### src/rtl/controller.sv
// -----------------------------------------------------------------------------
// controller -- multicycle Moore control FSM for a byte-fetch MIPS-like datapath
//
// The instruction word is fetched one byte per cycle over four FETCH states,
// then decoded and executed over one to three further states. Every output is
// a pure function of the current state, except pcen, which also folds in the
// ALU zero flag while a branch is being evaluated.
//
// Optional feature macro: ADDI_EN
//   defined   : addi (op 001000) executes through ADDIEX / ADDIWR
//   undefined : op 001000 is treated as an illegal opcode (DECODE -> FETCH1)
//
// Ports
//   clk       in   1  rising-edge clock
//   reset     in   1  synchronous active-high reset, returns the FSM to FETCH1
//   op        in   6  opcode field from the instruction register
//   zero      in   1  ALU zero flag, only meaningful during BEQEX
//   memread   out  1  memory read strobe
//   memwrite  out  1  memory write strobe
//   alusrca   out  1  ALU port A source: 0 = PC, 1 = register A
//   memtoreg  out  1  register write data: 1 = memory data
//   iord      out  1  memory address: 0 = PC, 1 = ALU result
//   pcen      out  1  PC load enable
//   regwrite  out  1  register file write enable
//   regdst    out  1  write register: 1 = rd, 0 = rt
//   pcsource  out  2  00 ALU result, 01 ALU out register, 10 jump target
//   alusrcb   out  2  00 B, 01 const 1, 10 imm, 11 imm branch offset
//   aluop     out  2  00 add, 01 sub, 10 decode funct
//   irwrite   out  4  one-hot byte enable for instruction register bytes 0..3
// -----------------------------------------------------------------------------
module controller (
   input  logic       clk,
   input  logic       reset,
   input  logic [5:0] op,
   input  logic       zero,
   output logic       memread,
   output logic       memwrite,
   output logic       alusrca,
   output logic       memtoreg,
   output logic       iord,
   output logic       pcen,
   output logic       regwrite,
   output logic       regdst,
   output logic [1:0] pcsource,
   output logic [1:0] alusrcb,
   output logic [1:0] aluop,
   output logic [3:0] irwrite
);

   localparam logic [5:0] OP_LB    = 6'b100000;
   localparam logic [5:0] OP_SB    = 6'b101000;
   localparam logic [5:0] OP_RTYPE = 6'b000000;
   localparam logic [5:0] OP_BEQ   = 6'b000100;
   localparam logic [5:0] OP_J     = 6'b000010;
`ifdef ADDI_EN
   localparam logic [5:0] OP_ADDI  = 6'b001000;
`endif

   // Encoding 4'd15 (and 13/14 without addi) is never entered; if upset
   // logic ever lands there the default arm drives all outputs low and
   // returns to FETCH1.
   typedef enum logic [3:0] {
      FETCH1  = 4'd0,
      FETCH2  = 4'd1,
      FETCH3  = 4'd2,
      FETCH4  = 4'd3,
      DECODE  = 4'd4,
      MEMADR  = 4'd5,
      LBRD    = 4'd6,
      LBWR    = 4'd7,
      SBWR    = 4'd8,
      RTYPEEX = 4'd9,
      RTYPEWR = 4'd10,
      BEQEX   = 4'd11,
`ifdef ADDI_EN
      JEX     = 4'd12,
      ADDIEX  = 4'd13,
      ADDIWR  = 4'd14
`else
      JEX     = 4'd12
`endif
   } state_t;

   state_t state_reg;
   state_t state_next;

   // Internal strobes that combine into pcen.
   logic pcwrite;
   logic branch;

   // -------------------------------------------------------------------------
   // State register
   // -------------------------------------------------------------------------
   always_ff @(posedge clk) begin
      if (reset) begin
         state_reg <= FETCH1;
      end else begin
         state_reg <= state_next;
      end
   end

   // -------------------------------------------------------------------------
   // Next-state and Moore output decode
   // -------------------------------------------------------------------------
   always_comb begin
      state_next = FETCH1;
      memread    = 1'b0;
      memwrite   = 1'b0;
      alusrca    = 1'b0;
      memtoreg   = 1'b0;
      iord       = 1'b0;
      regwrite   = 1'b0;
      regdst     = 1'b0;
      pcwrite    = 1'b0;
      branch     = 1'b0;
      pcsource   = 2'b00;
      alusrcb    = 2'b00;
      aluop      = 2'b00;
      irwrite    = 4'b0000;

      case (state_reg)
         // Byte fetch: read memory at PC, latch one IR byte, PC <= PC + 1.
         FETCH1: begin
            memread    = 1'b1;
            alusrcb    = 2'b01;
            pcwrite    = 1'b1;
            irwrite    = 4'b0001;
            state_next = FETCH2;
         end
         FETCH2: begin
            memread    = 1'b1;
            alusrcb    = 2'b01;
            pcwrite    = 1'b1;
            irwrite    = 4'b0010;
            state_next = FETCH3;
         end
         FETCH3: begin
            memread    = 1'b1;
            alusrcb    = 2'b01;
            pcwrite    = 1'b1;
            irwrite    = 4'b0100;
            state_next = FETCH4;
         end
         FETCH4: begin
            memread    = 1'b1;
            alusrcb    = 2'b01;
            pcwrite    = 1'b1;
            irwrite    = 4'b1000;
            state_next = DECODE;
         end

         // Precompute the branch target while the opcode is examined.
         DECODE: begin
            alusrcb = 2'b11;
            case (op)
               OP_LB, OP_SB: state_next = MEMADR;
               OP_RTYPE:     state_next = RTYPEEX;
               OP_BEQ:       state_next = BEQEX;
               OP_J:         state_next = JEX;
`ifdef ADDI_EN
               OP_ADDI:      state_next = ADDIEX;
`endif
               default:      state_next = FETCH1;
            endcase
         end

         // Only lb and sb reach here, so anything that is not lb is a store.
         MEMADR: begin
            alusrca    = 1'b1;
            alusrcb    = 2'b10;
            state_next = (op == OP_LB) ? LBRD : SBWR;
         end

         LBRD: begin
            memread    = 1'b1;
            iord       = 1'b1;
            state_next = LBWR;
         end
         LBWR: begin
            regwrite   = 1'b1;
            memtoreg   = 1'b1;
            state_next = FETCH1;
         end

         SBWR: begin
            memwrite   = 1'b1;
            iord       = 1'b1;
            state_next = FETCH1;
         end

         RTYPEEX: begin
            alusrca    = 1'b1;
            aluop      = 2'b10;
            state_next = RTYPEWR;
         end
         RTYPEWR: begin
            regdst     = 1'b1;
            regwrite   = 1'b1;
            state_next = FETCH1;
         end

         // Compare A and B; the target computed in DECODE sits in ALUOut.
         BEQEX: begin
            alusrca    = 1'b1;
            aluop      = 2'b01;
            branch     = 1'b1;
            pcsource   = 2'b01;
            state_next = FETCH1;
         end

         JEX: begin
            pcwrite    = 1'b1;
            pcsource   = 2'b10;
            state_next = FETCH1;
         end

`ifdef ADDI_EN
         ADDIEX: begin
            alusrca    = 1'b1;
            alusrcb    = 2'b10;
            state_next = ADDIWR;
         end
         ADDIWR: begin
            regwrite   = 1'b1;
            state_next = FETCH1;
         end
`endif

         default: begin
            state_next = FETCH1;
         end
      endcase
   end

   // branch is only ever set in BEQEX, so zero has no effect elsewhere.
   assign pcen = pcwrite | (branch & zero);

endmodule

### config.mk
export PLATFORM = sky130hd
export DESIGN_NAME = controller
export DESIGN_NICKNAME = d
export VERILOG_FILES = /design/src/rtl/controller.sv
export SDC_FILE = /design/constraint.sdc
export NUM_CORES = 1
export LEC_CHECK = 0
export BUFFER_PORTS_ARGS = -buffer_cell sky130_fd_sc_hd__buf_2
export CAP_MARGIN = 20
export CORE_AREA = 2 2 39 41
export CTS_CLUSTER_DIAMETER = 80
export DETAILED_ROUTE_END_ITERATION = 12
export DIE_AREA = 0 0 41 43
export HOLD_SLACK_MARGIN = 0.08
export PLACE_DENSITY_LB_ADDON = 0.15
export SYNTH_ARGS = -nofsm -noshare
export SYNTH_HDL_FRONTEND = slang
export SYNTH_SLANG_ARGS = --single-unit
### constraint.sdc
create_clock -name clk -period 1.4 [get_ports clk]
set_input_delay 0.14 -clock clk [delete_from_list [all_inputs] [get_ports clk]]
set_output_delay 0.14 -clock clk [all_outputs]
set_load 0.05 [all_outputs]
==> flow_summary.yaml <==
sta:
  max_freq_ghz: 0.657
  fin_worst_skew_ns: 0.00303
  finalHoldViolations: 0
  slew_headroom: 0.723
  rsz0062_at_grt: "yes"
  finalCritPeriodShare: 1.09
  setup_violations: 8
  tns_ns: -0.375
  finalMaxSlewViolations: 0
  min_period_ns: 1.52
  fin_ws_ns: -0.121
  worst_pin_slew_ns: 0.410
status:
  violations: "negative setup slack"
  outcome: "complete, but fails checks"
global_route:
  grt_pass1_wl_mm: 2.59
  grt_max_degree: 11
  grt_pass1_vias: 661
  antenna_found_initial: 0
  overflow: 0
  grt_usage: 0.209
power:
  pwr-share-seq: 0.099
  p_total_uw: 2070
  clkPwrFrac: 0.067
  ir_worst_vdd_mv: 1.38
  p_leak_uw: 0.000422
  p_per_area_nw_per_um2: 1900
  power_frac_comb: 0.835
  p_int_uw: 971
  swShare: 0.530
  power_switching_uw: 1100
detailed_routing:
  antenna_left: 0
  wl_mm: 1.86
  wl_per_cell_um: 14.0
  viasPerCell: 5.38
  drc: 0
  via_count: 716
  drt-pass1-iter-count: 4
  first_iter_violations: 7
logic_synthesis:
  synth_edf_count: 0
  ys_ff_latch: 4
  netlist.top_cell.by_area: "dfxtp_1"
  synth.net_count: 83
  post-synth-top-area-fraction: 0.165
  yosysWarnings: 0
  syn-cell-area_um2: 485
  synth_async_sr_flop_share: 0
  synth_area_leaders: "dfxtp_1 (16%), nor2_1 (10%), a21oi_1 (7.2%)"
  ys_types: 32
  syn_area_per_cell_um2: 6.56
  ys.flop_type: "dfxtp_1"
  ys_seq_area_frac: 0.165
  synthCells: 74
final_layout:
  final_cell_mix: "buf_4 (19), buf_6 (18), buf_2 (8), nand2_1 (6), nor2_1 (6)"
  final_common_cell: "buf_4"
  insertedDiodeCount: 0
  area.growth.synth_to_final_pct: 124
  seqCellArea_um2: 86.3
  largest_reg_flops: 4
  postLayoutCellArea_um2: 1090
  layout.nets: 128
  num-fill-cells: 90
  drive_gt1_frac: 0.684
  multi_input_area_um2: 547
placement:
  port_buffers: 26
  hpwl_mm: 1.21
  placed_area_um2: 865
  gp_congestion: 0.823
setup_path:
  worst-endpoint-arrival_ns: 1.38
  critPathKind: "reg -> out"
  cp.required_ns: 1.26
  cp-start-kind: "flop"
  path_max_fanout: 3
  end_kind: "primary output"
flow_run:
  drv_cap: 0
clock_network:
  numCtsBuffers: 3
  clk_path_buf_depth: 2
  clkLatencyLatePin_ns: 0.23
  cts_hold_buf: 0
  root_buffer: "clkbuf_4"
  cts.clk_slew.worst_paths_ns: 0.04
  cts.sinks: 4
  cts_tree: "done"
  cts_max_level: 1
floorplan:
  dieArea_um2: 1760
  fp.dieW_um: 41
  core_area_um2: 1380
  rows: 14
  start_util: 0.351
  die_h_um: 43
  io_pins: 27
hold_path:
  worstHoldPathType: "in -> reg"
power by group through the flow:
stage | logic [uW] | registers (uW) | clock network, uW
floorplan | 1030 | 178 | 0
global placement | 1360 | 197 | 0
detailed placement | 1370 | 200 | 0
CTS | 1640 | 202 | 144
global route | 1820 | 211 | 147
finish | 1730 | 204 | 138
metrics by stage:
step	setup slack [ns]	hold slack, ns	util	cells
6_report	-0.121	0.229	0.786	133
4_1_cts	-0.115	0.225	0.761	133
5_1_grt	-0.150	0.258	0.786	133
2_1_floorplan	-0.100	0.306	-	74
3_3_place_gp	0.0134	0.463	0.625	127
3_5_place_dp	-0.0236	0.473	0.625	127
cell families after synthesis:
kind of cell	synth area share
AND/OR/NAND/NOR	0.472
AO/OA/AOI/OAI	0.253
flip-flops	0.165
multiplexers	0.0232
buffers and inverters	0.0876
final timing paths:
path / slack (ns) / cells after the start / start / endpoint
hold reg to reg: 0.69 / 4 / state_reg[1] / state_reg[3]
setup reg to reg: -0.10 / 4 / state_reg[1] / state_reg[1]
setup / recovery: -0.12 / 3 / state_reg[1] / alusrcb[0]
hold / removal: 0.23 / 4 / op[2] / state_reg[3]
cells in the mapped netlist, types with 2 or more instances:
cell	number
nor2_1	13
a21oi_1	7
nand2_1	7
nor3_1	5
dfxtp_1	4
nand2b_1	4
o21ai_0	4
clkbuf_1	3
nand3b_1	2
nor4b_1	2
o32a_1	2
critical path: stages (launching register included):
cell     delay [ns]
dfxtp_2        0.33
or4b_4         0.57
o21ai_2        0.09
buf_6          0.17
timing repair:
action | 4_1_cts | 5_1_grt
pin swaps | 5 | 4
setup endpoints to repair | 20 | 16
gates resized for setup | 43 | 7
buffers inserted | 3 | 0
routing by layer:
layer	wire, um	vias to the layer above	share of wire	track usage
li1	-	354	-	-
met1	722	337	0.39	0.221
met2	1060	25	0.57	0.397
met3	78	0	0.042	0.0314
met4	0	0	0	0.0400
met5	0	-	0	0
final cells by class:
class	count	area share
multi-input combinational	62	0.503
inverter	1	0.00345
clock buffer	3	0.0207
timing repair buffer	47	0.375
sequential	4	0.0794
tap	16	0.0184
No activity file was read; power rests on OpenSTA's default activity.
